[src/rtl/alu_pipe.sv]
// alu_pipe: single-issue ALU with a valid/ready handshake on both sides.
// Single-cycle ops finish on the accept edge; mul (shift-add) and div (restoring)
// iterate one bit per cycle for WIDTH cycles in a CALC state before presenting the result.
//
// Ports:
//   clock, reset_n       clock and asynchronous active-low reset
//   in_valid, in_ready   command handshake (in_ready only while idle)
//   cmd, op1, op2        opcode and operands, captured on the accept edge
//   out_valid, out_ready result handshake (out_valid only while a result is held)
//   result, flags        registered result and {err, ovf, carry, zero}
module alu_pipe #(
   parameter int unsigned WIDTH = 16
) (
   input  logic             clock,
   input  logic             reset_n,
   input  logic             in_valid,
   output logic             in_ready,
   input  logic [3:0]       cmd,
   input  logic [WIDTH-1:0] op1,
   input  logic [WIDTH-1:0] op2,
   output logic             out_valid,
   input  logic             out_ready,
   output logic [WIDTH-1:0] result,
   output logic [3:0]       flags
);

   localparam int unsigned CntW = $clog2(WIDTH + 1);
   localparam int unsigned Msb  = WIDTH - 1;
   localparam logic [WIDTH-1:0] WLen = WIDTH'(WIDTH);
   localparam logic [WIDTH-1:0] One  = WIDTH'(1);

   localparam logic [3:0] OpAdd = 4'h0, OpSub = 4'h1, OpMul = 4'h2, OpDiv = 4'h3;
   localparam logic [3:0] OpInv = 4'h4, OpRsh = 4'h5, OpLsh = 4'h6, OpAnd = 4'h7;
   localparam logic [3:0] OpOr  = 4'h8, OpNand = 4'h9, OpNor = 4'hA, OpXor = 4'hB;
   localparam logic [3:0] OpNot = 4'hC;

   typedef enum logic [1:0] {StIdle, StCalc, StDone} state_e;

   state_e            state_q, state_d;
   logic [WIDTH-1:0]  acc_q, acc_d;     // mul: product high half; div: partial remainder
   logic [WIDTH-1:0]  lo_q, lo_d;       // mul: multiplier/product low; div: dividend/quotient
   logic [WIDTH-1:0]  opb_q, opb_d;     // multiplicand or divisor
   logic [CntW-1:0]   cnt_q, cnt_d;
   logic              is_div_q, is_div_d;
   logic [WIDTH-1:0]  result_q, result_d;
   logic [3:0]        flags_q, flags_d;

   // Single-cycle datapath
   logic [WIDTH:0]    ext;
   logic [WIDTH-1:0]  alu_res;
   logic              alu_err, alu_ovf, alu_carry;

   // Iterative datapath
   logic [WIDTH:0]    mul_sum;
   logic [WIDTH:0]    div_trial;
   logic [WIDTH-1:0]  div_diff;
   logic              div_ge;

   always_comb begin
      ext       = '0;
      alu_res   = '0;
      alu_err   = 1'b0;
      alu_ovf   = 1'b0;
      alu_carry = 1'b0;
      case (cmd)
         OpAdd: begin
            ext       = {1'b0, op1} + {1'b0, op2};
            alu_res   = ext[WIDTH-1:0];
            alu_carry = ext[WIDTH];
            alu_ovf   = (op1[Msb] == op2[Msb]) && (alu_res[Msb] != op1[Msb]);
         end
         OpSub: begin
            ext       = {1'b0, op1} - {1'b0, op2};
            alu_res   = ext[WIDTH-1:0];
            alu_carry = ext[WIDTH];
            alu_ovf   = (op1[Msb] != op2[Msb]) && (alu_res[Msb] != op1[Msb]);
         end
         OpMul: alu_res = '0;          // always iterates
         OpDiv: begin
            // Only reached for a zero divisor; nonzero divisors iterate
            alu_res = '1;
            alu_err = 1'b1;
         end
         OpInv: begin
            alu_res = '0 - op1;
            alu_ovf = (op1 == {1'b1, {(WIDTH-1){1'b0}}});
         end
         OpRsh: begin
            alu_res = (op2 < WLen) ? (op1 >> op2) : '0;
            // Last bit out is op1[amount-1]; past WIDTH only zeros leave
            if (op2 != '0 && op2 <= WLen) alu_carry = |(op1 & (One << (op2 - One)));
         end
         OpLsh: begin
            alu_res = (op2 < WLen) ? (op1 << op2) : '0;
            if (op2 != '0 && op2 <= WLen) alu_carry = |(op1 & (One << (WLen - op2)));
         end
         OpAnd:  alu_res = op1 & op2;
         OpOr:   alu_res = op1 | op2;
         OpNand: alu_res = ~(op1 & op2);
         OpNor:  alu_res = ~(op1 | op2);
         OpXor:  alu_res = op1 ^ op2;
         OpNot:  alu_res = ~op1;
         default: begin
            alu_res = '0;
            alu_err = 1'b1;
         end
      endcase
   end

   always_comb begin
      mul_sum   = {1'b0, acc_q} + (lo_q[0] ? {1'b0, opb_q} : '0);
      div_trial = {acc_q, lo_q[Msb]};
      div_ge    = (div_trial >= {1'b0, opb_q});
      // When div_ge holds the remainder is below the divisor, so WIDTH bits suffice
      div_diff  = div_trial[WIDTH-1:0] - opb_q;
   end

   always_comb begin
      state_d  = state_q;
      acc_d    = acc_q;
      lo_d     = lo_q;
      opb_d    = opb_q;
      cnt_d    = cnt_q;
      is_div_d = is_div_q;
      result_d = result_q;
      flags_d  = flags_q;
      case (state_q)
         StIdle: begin
            if (in_valid) begin
               if (cmd == OpMul || (cmd == OpDiv && op2 != '0)) begin
                  state_d  = StCalc;
                  acc_d    = '0;
                  lo_d     = op1;
                  opb_d    = op2;
                  cnt_d    = '0;
                  is_div_d = (cmd == OpDiv);
               end else begin
                  state_d  = StDone;
                  result_d = alu_res;
                  flags_d  = {alu_err, alu_ovf, alu_carry, alu_res == '0};
               end
            end
         end
         StCalc: begin
            if (cnt_q == CntW'(WIDTH)) begin
               // Extra cycle after the last step: publish the result
               state_d  = StDone;
               result_d = lo_q;
               flags_d  = {1'b0, 1'b0, is_div_q ? 1'b0 : (|acc_q), lo_q == '0};
            end else begin
               cnt_d = cnt_q + CntW'(1);
               if (is_div_q) begin
                  acc_d = div_ge ? div_diff : div_trial[WIDTH-1:0];
                  lo_d  = {lo_q[WIDTH-2:0], div_ge};
               end else begin
                  acc_d = mul_sum[WIDTH:1];
                  lo_d  = {mul_sum[0], lo_q[WIDTH-1:1]};
               end
            end
         end
         StDone: begin
            if (out_ready) state_d = StIdle;
         end
         default: state_d = StIdle;
      endcase
   end

   always_ff @(posedge clock or negedge reset_n) begin
      if (!reset_n) begin
         state_q  <= StIdle;
         acc_q    <= '0;
         lo_q     <= '0;
         opb_q    <= '0;
         cnt_q    <= '0;
         is_div_q <= 1'b0;
         result_q <= '0;
         flags_q  <= '0;
      end else begin
         state_q  <= state_d;
         acc_q    <= acc_d;
         lo_q     <= lo_d;
         opb_q    <= opb_d;
         cnt_q    <= cnt_d;
         is_div_q <= is_div_d;
         result_q <= result_d;
         flags_q  <= flags_d;
      end
   end

   assign in_ready  = (state_q == StIdle);
   assign out_valid = (state_q == StDone);
   assign result    = result_q;
   assign flags     = flags_q;

endmodule

[config.mk]
export PLATFORM = sky130hd
export DESIGN_NAME = alu_pipe
export DESIGN_NICKNAME = d
export VERILOG_FILES = /design/src/rtl/alu_pipe.sv
export SDC_FILE = /design/constraint.sdc
export NUM_CORES = 1
export LEC_CHECK = 0
export ABC_AREA = 0
export CORE_MARGIN = 2
export CORE_UTILIZATION = 35
export CTS_BUF_LIST = sky130_fd_sc_hd__clkbuf_8
export DETAILED_ROUTE_END_ITERATION = 10
export SLEW_MARGIN = 5
export SYNTH_ARGS = -nofsm -noshare
export SYNTH_HDL_FRONTEND = slang
export SYNTH_SLANG_ARGS = --single-unit
[constraint.sdc]
create_clock -name clock -period 5.3 [get_ports clock]
set_input_delay 0.795 -clock clock [delete_from_list [all_inputs] [get_ports clock]]
set_output_delay 0.795 -clock clock [all_outputs]
set_load 0.01 [all_outputs]
==> reports/results.txt, run 1 <==
CTS tree: built
Initial Util: 35.71%
PwrDens: 366.2 nW/um2
Clock network power share: 11.1%
Critical Path End Type: flop
Crit-path max cell delay: 0.75 ns
Netlist Area Pre-Place: 10640 um2
Fin worst setup slack: 0.7026 ns
Hold depth: 2
Min-delay src: result[1]$_DFFE_PN0P_
Ys async rst share: 100.0%
IO Count: 62
Top cell family by delay on the critical path: simple AND/OR/NAND/NOR gates
Vias in the first global route: 10.63k
Via count: 11.33k
CP Class: in2reg
Diode count: 0
Fin. Hold Viols: 0
Sequential power share: 25.6%
# resized after CTS: 0
Leakage: 4.993 nW
DPL Wire Length: 32490 um
Final period util: 86.74%
Rows: 63
Main synth FF type: dfrtp_1
First-pass GRT wire length: 64230 um
Worst-path fanout max: 19
DR vias/cell: 6.284
CTS H-Tree Depth: 3
Most frequent cells in the layout: nand2_1, o21ai_0, nor2_1
Comb pwr share: 63.2%
Worst slack, placed: 0.4520 ns
Ratio of cells with drive above 1 in the final layout: 9.130%
Final-report max-slew violation count: 0
TritonCTS buffer count: 9
Post-Route Skew: 0.01482 ns
1st-iter DRT viols: 1209
P&R area growth vs syn: 12.05%
Clock sinks: 76
Ys Warns: 0
RSZ-0062 raised after global routing: false
Required @ worst endpoint: 5.56 ns
Reg2reg start: lo_q[0]$_DFFE_PN0P_
Flop-to-flop setup slack: 1.29 ns
Clk buf depth: 2
Status: finished, final reports clean
Psw: 2.129 mW
CP Launch Type: input pin
Pre-antenna DRT Iters: 6
Wire per inst: 23.43 um
Worst r2r dst: acc_q[14]$_DFFE_PN0P_
Period minus WS final: 4.597 ns
Nets@finish: 1537
Synth Instances: 1388
Distinct cells, synth: 86
Total wire length: 42240 um
Worst EP arrival: 4.86 ns
Internal power: 2.238 mW
Post-synth net total: 1517
Max stage delay cell, worst path: and2_1
Worst Tran Pin Value: 1.131 ns
IO Port Bufs: 61
Final ANT Viol Nets: 0
Initial antenna violation count: 0
Post-CTS setup buffers: 0
Critical path, cell by cell: clkdlybuf4s50_1, nor4_2, nand3_1, o311ai_1, nand2b_2, and2_1, inv_2, o21a_1
# setup viols final: 0
Fmax: 217.5 MHz
Post-synth EDFFs: 0
Worst slew margin: 24.44%
Worst skew pair latency: 0.37 ns
Crit path buffers/inverters: 2
Full die area: 31810 um2
Die Span X: 178.4 um
CTS Hold Bufs: 0
Die H: 178.4 um
Post-Route Setup TNS: 0 ns
Clock transition at path regs: 0.09 ns
Root Buffer: clkbuf_8
Core Box Area: 29800 um2
Reg2reg path depth: 12
Congestion Overflow GR: 0
Largest net degree at the start of global routing: 77
Most common cell after layout, fill and taps aside: nand2_1
Seq cells post-synth: 76
Max Cap Violations: 0
Drt drc: 0
Maximum vdd drop: 0.1953 mV
Routability cong.: 1.026
Global Route Usage Sum: 26.38%
Avg Cell Area, Syn: 7.666 um2
Hold crit path type: reg2reg
Hold Path End: result[1]$_DFFE_PN0P_
Sw Share: 48.75%
Seq/Total Area, Yosys: 17.87%
[per-stage QoR]
| stage | util (%) | power (mW) | instance area [um2] | cells | hold slack [ns] |
|---|---|---|---|---|---|
| 2_1_floorplan | - | 3.008 | 10640 | 1388 | 0.4632 |
| 5_1_grt | 40.01 | 4.727 | 11920 | 1803 | 0.5259 |
| 3_3_place_gp | 39.31 | 3.801 | 11710 | 1787 | 0.4645 |
| 6_report | 40.01 | 4.366 | 11920 | 1803 | 0.4886 |
| 4_1_cts | 40.01 | 4.346 | 11920 | 1803 | 0.4917 |
| 3_5_place_dp | 39.31 | 3.840 | 11710 | 1787 | 0.4656 |
[synthesized netlist by cell type (26+ instances only)]
cell      count  area [um2]
a21oi_1      79       395.4
and2_1       26       162.7
clkbuf_1     78       292.8
dfrtp_1      76        1902
ha_1         85        1064
inv_1        71       266.5
mux2i_1      66       660.6
nand2_1     126       473.0
nor2_1       90       337.8
nor3_1       38       190.2
o21ai_0     103       515.5
o21ai_1      31       155.2
xnor2_1      32       280.3
[power by group through the flow]
stage          clock (mW)  combinational (mW)  sequential [mW]
2_1_floorplan           0                1.97             1.04
3_3_place_gp            0                2.68             1.12
6_report            0.486                2.76             1.12
4_1_cts             0.497                2.73             1.12
5_1_grt             0.527                3.04             1.16
3_5_place_dp            0                2.71             1.13
[flip-flops by register name, summed over array words and instances, names as in the netlist]
| name | count |
|---|---|
| acc_q | 16 |
| cnt_q | 5 |
| flags | 4 |
| is_div_q | 1 |
| lo_q | 16 |
| opb_q | 16 |
| result | 16 |
| state_q | 2 |
[worst reg2reg max path: stages, from the launching register on]
cell	delay [ns]
dfrtp_1	0.75
and2_1	0.27
ha_1	0.24
a21oi_1	0.19
o21ai_1	0.16
or4_1	0.42
o311a_1	0.14
a2111oi_0	0.78
nor3b_1	0.15
a211oi_1	0.38
o21ai_0	0.19
xnor2_1	0.15
o21ai_0	0.13
[cells by family after synthesis]
kind of cell,Yosys count,synth area share (%)
DFF,76,17.87
adders and majority gates,89,10.75
buffers and inverters,178,6.432
xor gates and xnor gates,50,4.116
and+or+nand+nor,429,20.28
muxes,102,11.54
AOI/OAI and AO/OA,464,29.01
[cell type report]
class                      instances  area, um2
clock inverter                     7      86.33
sequential                        76       1902
fill                            3128      17870
tap                              390      488.0
inverter                          76      285.3
multi-input combinational       1134       8069
timing repair buffer             111      968.4
clock buffer                       9      123.9
[metal layers]
metal  GRT usage, %  vias up  routed length, um
met5              0        -                  0
met4          11.86        0               1923
met3          4.518      101               3744
met2          39.99      602              18360
met1          36.52     5431              18210
li1               -     5196                  -
[worst max path at each step]
stage | slack, ns | end | cells past startpoint | start
floorplan | 1.22 | flags[0]$_DFFE_PN0P_ | 15 | op2[2]
global placement | 0.51 | lo_q[11]$_DFFE_PN0P_ | 8 | op2[9]
detailed placement | 0.45 | lo_q[7]$_DFFE_PN0P_ | 8 | op2[9]
CTS | 0.85 | lo_q[3]$_DFFE_PN0P_ | 8 | op2[9]
global route | 0.55 | lo_q[2]$_DFFE_PN0P_ | 8 | op2[4]
finish | 0.70 | lo_q[5]$_DFFE_PN0P_ | 8 | op2[9]
Power figures use the tool's default switching activity.
==> run 2, diff against run 1 <==
CORE_MARGIN = unset   (was 2)
RECOVER_POWER = 50   (was unset)
==> run 2 against run 1 <==
Net effect: largest cell class unchanged; clock-buffer cell count increased by 1; largest power group unchanged; sequential power barely moved; first-iteration DRC count down 0.41%; combinational power about the same; routed wire length is 2.5% lower; cell area hardly changed; final cell count unchanged; worst setup slack better by 0.027 ns; fmax grew 0.58%; clock power is 2% lower; the run now ends with capacitance limit, slew limit left.
==> reports/results.txt, run 2 (synthesis gave the netlist of run 1 again) <==
Post-Route Skew: 0.01418 ns (was 0.01482 ns)
Total wire length: 41170 um (was 42240 um)
Wire per inst: 22.83 um (was 23.43 um)
CTS Hold Bufs: 0 (unchanged)
Clock sinks: 76 (unchanged)
PwrDens: 363.8 nW/um2 (was 366.2 nW/um2)
CP Launch Type: input pin (unchanged)
DR vias/cell: 6.237 (was 6.284)
Hold crit path type: reg2reg (unchanged)
Worst Tran Pin Value: 4.104 ns (was 1.131 ns)
CTS H-Tree Depth: 3 (unchanged)
Period minus WS final: 4.571 ns (was 4.597 ns)
# setup viols final: 0 (unchanged)
Drt drc: 0 (unchanged)
IO Count: 62 (unchanged)
# resized after CTS: 0 (unchanged)
Fin area: 11930 um2 (was 11920 um2)
Worst EP arrival: 4.86 ns (about the same)
Post-CTS setup buffers: 0 (unchanged)
Final-report max-slew violation count: 77 (was 0)
Congestion Overflow GR: 0 (unchanged)
Post-DP Area: 11720 um2 (was 11710 um2)
Post-Route Setup TNS: 0 ns (unchanged)
Largest net degree at the start of global routing: 77 (unchanged)
Clock transition at path regs: 0.09 ns (about the same)
Global Route Usage Sum: 26.21% (was 26.38%)
IO Port Bufs: 61 (unchanged)
Most common cell after layout, fill and taps aside: nand2_1 (unchanged)
Worst slew margin: -173.6% (was 24.44%)
Routability cong.: 1.032 (was 1.026)
First-pass GRT wire length: 63100 um (was 64230 um)
P&R area growth vs syn: 12.08% (was 12.05%)
Crit-path max cell delay: 0.49 ns (was 0.75 ns)
1st-iter DRT viols: 1204 (was 1209)
Pre-antenna DRT Iters: 6 (unchanged)
Core Box Area: 29800 um2 (unchanged)
Max stage delay cell, worst path: clkdlybuf4s50_1 (was and2_1)
Required @ worst endpoint: 5.59 ns (was 5.56 ns)
Flop-to-flop setup slack: 1.59 ns (was 1.29 ns)
Fin. Hold Viols: 0 (unchanged)
RSZ-0062 raised after global routing: false (unchanged)
Max Cap Violations: 1 (was 0)
Nets@finish: 1536 (was 1537)
Worst skew pair latency: 0.37 ns (about the same)
Maximum vdd drop: 0.1947 mV (was 0.1953 mV)
Clk buf depth: 2 (unchanged)
Fmax: 218.8 MHz (was 217.5 MHz)
TritonCTS buffer count: 9 (unchanged)
Initial antenna violation count: 1 (was 0)
Most used cell, CP: inv_1
Initial Util: 35.71% (unchanged)
Final ANT Viol Nets: 0 (unchanged)
Full die area: 31100 um2 (was 31810 um2)
Die H: 176.4 um (was 178.4 um)
CP Class: in2reg (unchanged)
Final period util: 86.24% (was 86.74%)
Leakage: 5.007 nW (was 4.993 nW)
Critical path, cell by cell: clkdlybuf4s50_1, inv_1, ha_1, inv_1, fa_1, nor2b_1, o31ai_1, o221a_2, o21ai_0, a211o_1, nor3_1, nand4_1, nor4_1, nand3_1, o31ai_2 (was clkdlybuf4s50_1, nor4_2, nand3_1, o311ai_1, nand2b_2, and2_1, inv_2, o21a_1)
Root Buffer: clkbuf_8 (unchanged)
Status: finished, violations left (was finished, final reports clean)
Via count: 11.25k (was 11.33k)
Critical Path End Type: flop (unchanged)
Failing checks: capacitance limit, slew limit
Fillers: 3101 (was 3128)
Most frequent cells in the layout: nand2_1, o21ai_0, nor2_1 (unchanged)
Worst-path fanout max: 5 (was 19)
Vias in the first global route: 10.70k (was 10.63k)
Rows: 63 (unchanged)
Die Span X: 176.4 um (was 178.4 um)
Ratio of cells with drive above 1 in the final layout: 8.994% (was 9.130%)
CTS tree: built (unchanged)
DPL Wire Length: 32130 um (was 32490 um)
## run 2: changes by cell type in the layout (fill, tap and decap cells not counted), sizes merged
cell / delta
clkbuf: +2
inv: -3
diode: +1
clkinv: +2
clkdlybuf4s50: -11
buf: -2
dlygate4sd3: +11
## run 2: critical path: cells and delay by family
family	cells	cell delay, ns
compound gates	5	1.55
fa+ha+maj	2	0.63
buf+inv	3	0.75
simple gates	5	1.14
## run 2: final timing paths
path | start | endpoint | cells after the start
worst max-delay path | op1[0] | flags[0]$_DFFE_PN0P_ | 15
worst min-delay path | result[12]$_DFFE_PN0P_ | result[12]$_DFFE_PN0P_ | 2
worst max register to register | lo_q[0]$_DFFE_PN0P_ | acc_q[14]$_DFFE_PN0P_ | 13
worst min register to register | result[12]$_DFFE_PN0P_ | result[12]$_DFFE_PN0P_ | 2
max in group asynchronous | reset_n | opb_q[13]$_DFFE_PN0P_ | 1
min in group asynchronous | reset_n | lo_q[11]$_DFFE_PN0P_ | 1
## run 2: layer usage
layer / vias to the layer above / wire length, um / GRT usage, %
li1: 5200 / - / -
met1: 5382 / 18320 / 36.42
met2: 559 / 17870 / 39.58
met3: 104 / 3173 / 4.005
met4: 0 / 1799 / 12.39
met5: - / 0 / 0
## run 2: cell type report
class                   count  area (um2)  share of cell area, %
well taps                 390       488.0                  4.092
clock inverters             6       71.32                 0.5980
repair buffers            110       969.7                  8.131
diodes                      1       2.502                0.02098
inverters                  76       285.3                  2.392
multi-input cells        1134        8069                  67.66
clock buffers              10       137.6                  1.154
flip-flops and latches     76        1902                  15.95
## run 2: report_power, final
part / internal, mW / leakage [nW] / switching, mW / total [mW]
sequential: 0.818 / 0.959 / 0.305 / 1.12
combinational: 1.18 / 3.94 / 1.56 / 2.74
clock: 0.235 / 0.105 / 0.240 / 0.475
## run 2: stage by stage
step / power [mW] / hold WS (ns) / instances / util (%) / setup WS, ns
4_1_cts: 4.325 / 0.4942 / 1802 / 40.03 / 0.8175
3_3_place_gp: 3.802 / 0.4665 / 1786 / 39.33 / 0.4278
3_5_place_dp: 3.838 / 0.4754 / 1786 / 39.33 / 0.4334
5_1_grt: 4.693 / 0.5134 / 1802 / 40.01 / 0.2980
2_1_floorplan: 3.008 / 0.4632 / 1388 / - / 1.224
6_report: 4.338 / 0.4810 / 1803 / 40.02 / 0.7292
==> RTL change (settings of run 1) <==
Change the parameter `WIDTH` from 16 to 32.
--- a/src/rtl/alu_pipe.sv
+++ b/src/rtl/alu_pipe.sv
@@ -10,5 +10,5 @@
 //   result, flags        registered result and {err, ovf, carry, zero}
 module alu_pipe #(
-   parameter int unsigned WIDTH = 16
+   parameter int unsigned WIDTH = 32
 ) (
    input  logic             clock,
Interface: changed (resized op1, op2 and result); port bits go from 62 to 110. The function was not compared with the original's and may differ.
==> RTL change against run 1 <==
  * Cell area grew 130%
  * Sequential cell count up 65
  * Power up 120%
  * Die area rose by 110%
  * Wire length grew to 2.8 times the old value
  * Worst setup slack worse by 550 ps
  * Area after synthesis increased by 120%
==> RTL change: results (changes against run 1) <==
.. list-table::
   :header-rows: 1

   * - Metric
     - Value
   * - Routing usage on met2
     - 48.75% (+8.8 points)
   * - Last element of the critical path
     - flags[0]$_DFFE_PN0P_
   * - Port Buffers
     - 109 (+79%)
   * - Number of design-rule violations left by the first detailed-router iteration
     - 3820 (+220%)
   * - Leading post-synthesis cells by instance count
     - 343 x nand2_1, 275 x o21ai_0, 256 x a21oi_1, 256 x nor2_1, 195 x clkbuf_1
   * - Clock period minus worst slack
     - 5143 ps (+545.8 ps)
   * - Type of the worst min-delay path
     - in2async
   * - Routability cong.
     - 1.078 (+5.1%)
   * - Finished Layout Cells
     - 4308 (+140%)
   * - Wire length of the first global-routing pass
     - 172800 um (+170%)
   * - Wire length on met2
     - 48220 um (+160%)
   * - Register-to-register path setup slack
     - 430 ps (-860 ps)
   * - Status
     - complete, no violations
   * - Pin count of the biggest net entering global routing
     - 81 (+5.2%)
   * - Total track usage
     - 34.15% (+7.8 points)
   * - Placed wire-length estimate
     - 95130 um (+190%)
   * - Fraction of final layout cells sized beyond drive strength 1
     - 15.76% (+6.6 points)
   * - Wire length on met3
     - 13610 um (+260%)
   * - Endpoint arrival time on the critical path
     - 5560 ps (+700 ps)
   * - Layout filler cell count
     - 6804 (+120%)
   * - Vias in the first global route
     - 25190 (+140%)
   * - Largest fanout on the critical path
     - 9 (-10)
   * - Worst slack after detailed placement
     - -276.9 ps (-729.0 ps)
   * - Met1 track utilization from global routing
     - 48.53% (+12 points)
   * - Delay contributed by the slowest stage of the critical path
     - 580 ps (-170 ps)
   * - Total iterations of the first detailed-routing run
     - 7 (+1)
   * - Placed cell area
     - 27260 um2 (+130%)
   * - Post-detailed-route wirelength per cell
     - 27.62 um (+18%)
   * - Routed via count divided by cell count
     - 6.421 (+2.2%)
   * - Sequential cell area fraction in the yosys report
     - 15.30% (-2.6 points)
   * - Worst vdd ir
     - 0.0002483 V (+27%)
   * - Critical path's slowest cell
     - o31ai_1
   * - Worst-case reg-to-reg path depth
     - 17 (+5)
   * - Average cell area after synthesis
     - 7.264 um2 (-5.2%)
   * - Transition time at the pin with the least slew margin
     - 1138 ps (+6.856 ps)
   * - P_leak
     - 11.70 nW (+130%)
   * - Total clock buffers created by CTS
     - 17 (+8)
   * - Setup skew after layout
     - 21.63 ps (+6.809 ps)
   * - H-tree depth
     - 4 (+1)
[RTL change: what timing repair did]
action	4_1_cts	5_1_grt
setup buffers	0	0
endpoints found under the setup margin	0	1
endpoints found under the hold margin	0	0
resized for setup	0	3
[RTL change: cell type report]
class	count	area share, %
diodes	4	0.03614
clock buffers	18	0.8946
clock inverters	14	0.5647
inverters	144	1.952
multi-input cells	2635	65.04
flip-flops and latches	141	12.75
well taps	864	3.904
repair buffers	488	14.85
[RTL change: power breakdown]
| group | internal, mW | switching, mW | total, mW |
|---|---|---|---|
| logic | 2.63 | 3.88 | 6.51 |
| clock network | 0.440 | 0.498 | 0.938 |
| registers | 1.56 | 0.535 | 2.10 |
| total | 4.63 | 4.91 | 9.54 |
[RTL change: how the worst min path moves through the flow]
stage / from / endpoint / slack (ps) / cells past startpoint
detailed placement: result[13]$_DFFE_PN0P_ / result[13]$_DFFE_PN0P_ / 470 / 1
floorplan: opb_q[6]$_DFFE_PN0P_ / opb_q[6]$_DFFE_PN0P_ / 460 / 2
CTS: reset_n / acc_q[17]$_DFFE_PN0P_ / 370 / 1
global route: reset_n / acc_q[17]$_DFFE_PN0P_ / 400 / 1
global placement: flags[3]$_DFFE_PN0P_ / flags[3]$_DFFE_PN0P_ / 460 / 2
finish: reset_n / acc_q[22]$_DFFE_PN0P_ / 350 / 1
[RTL change: cells by family (layout without fill, tap and decap cells)]
logic type,count (synthesis),count (layout),share of synthesized area (%)
AND/OR/NAND/NOR,1098,1098,22.99
AO/OA/AOI/OAI,1049,1049,29.23
buffers and inverters,398,664,6.886
multiplexers,203,203,11.88
adder cells (fa/ha/maj),170,170,9.344
flip-flops,141,141,15.30
XOR/XNOR,115,115,4.368
other,0,4,0
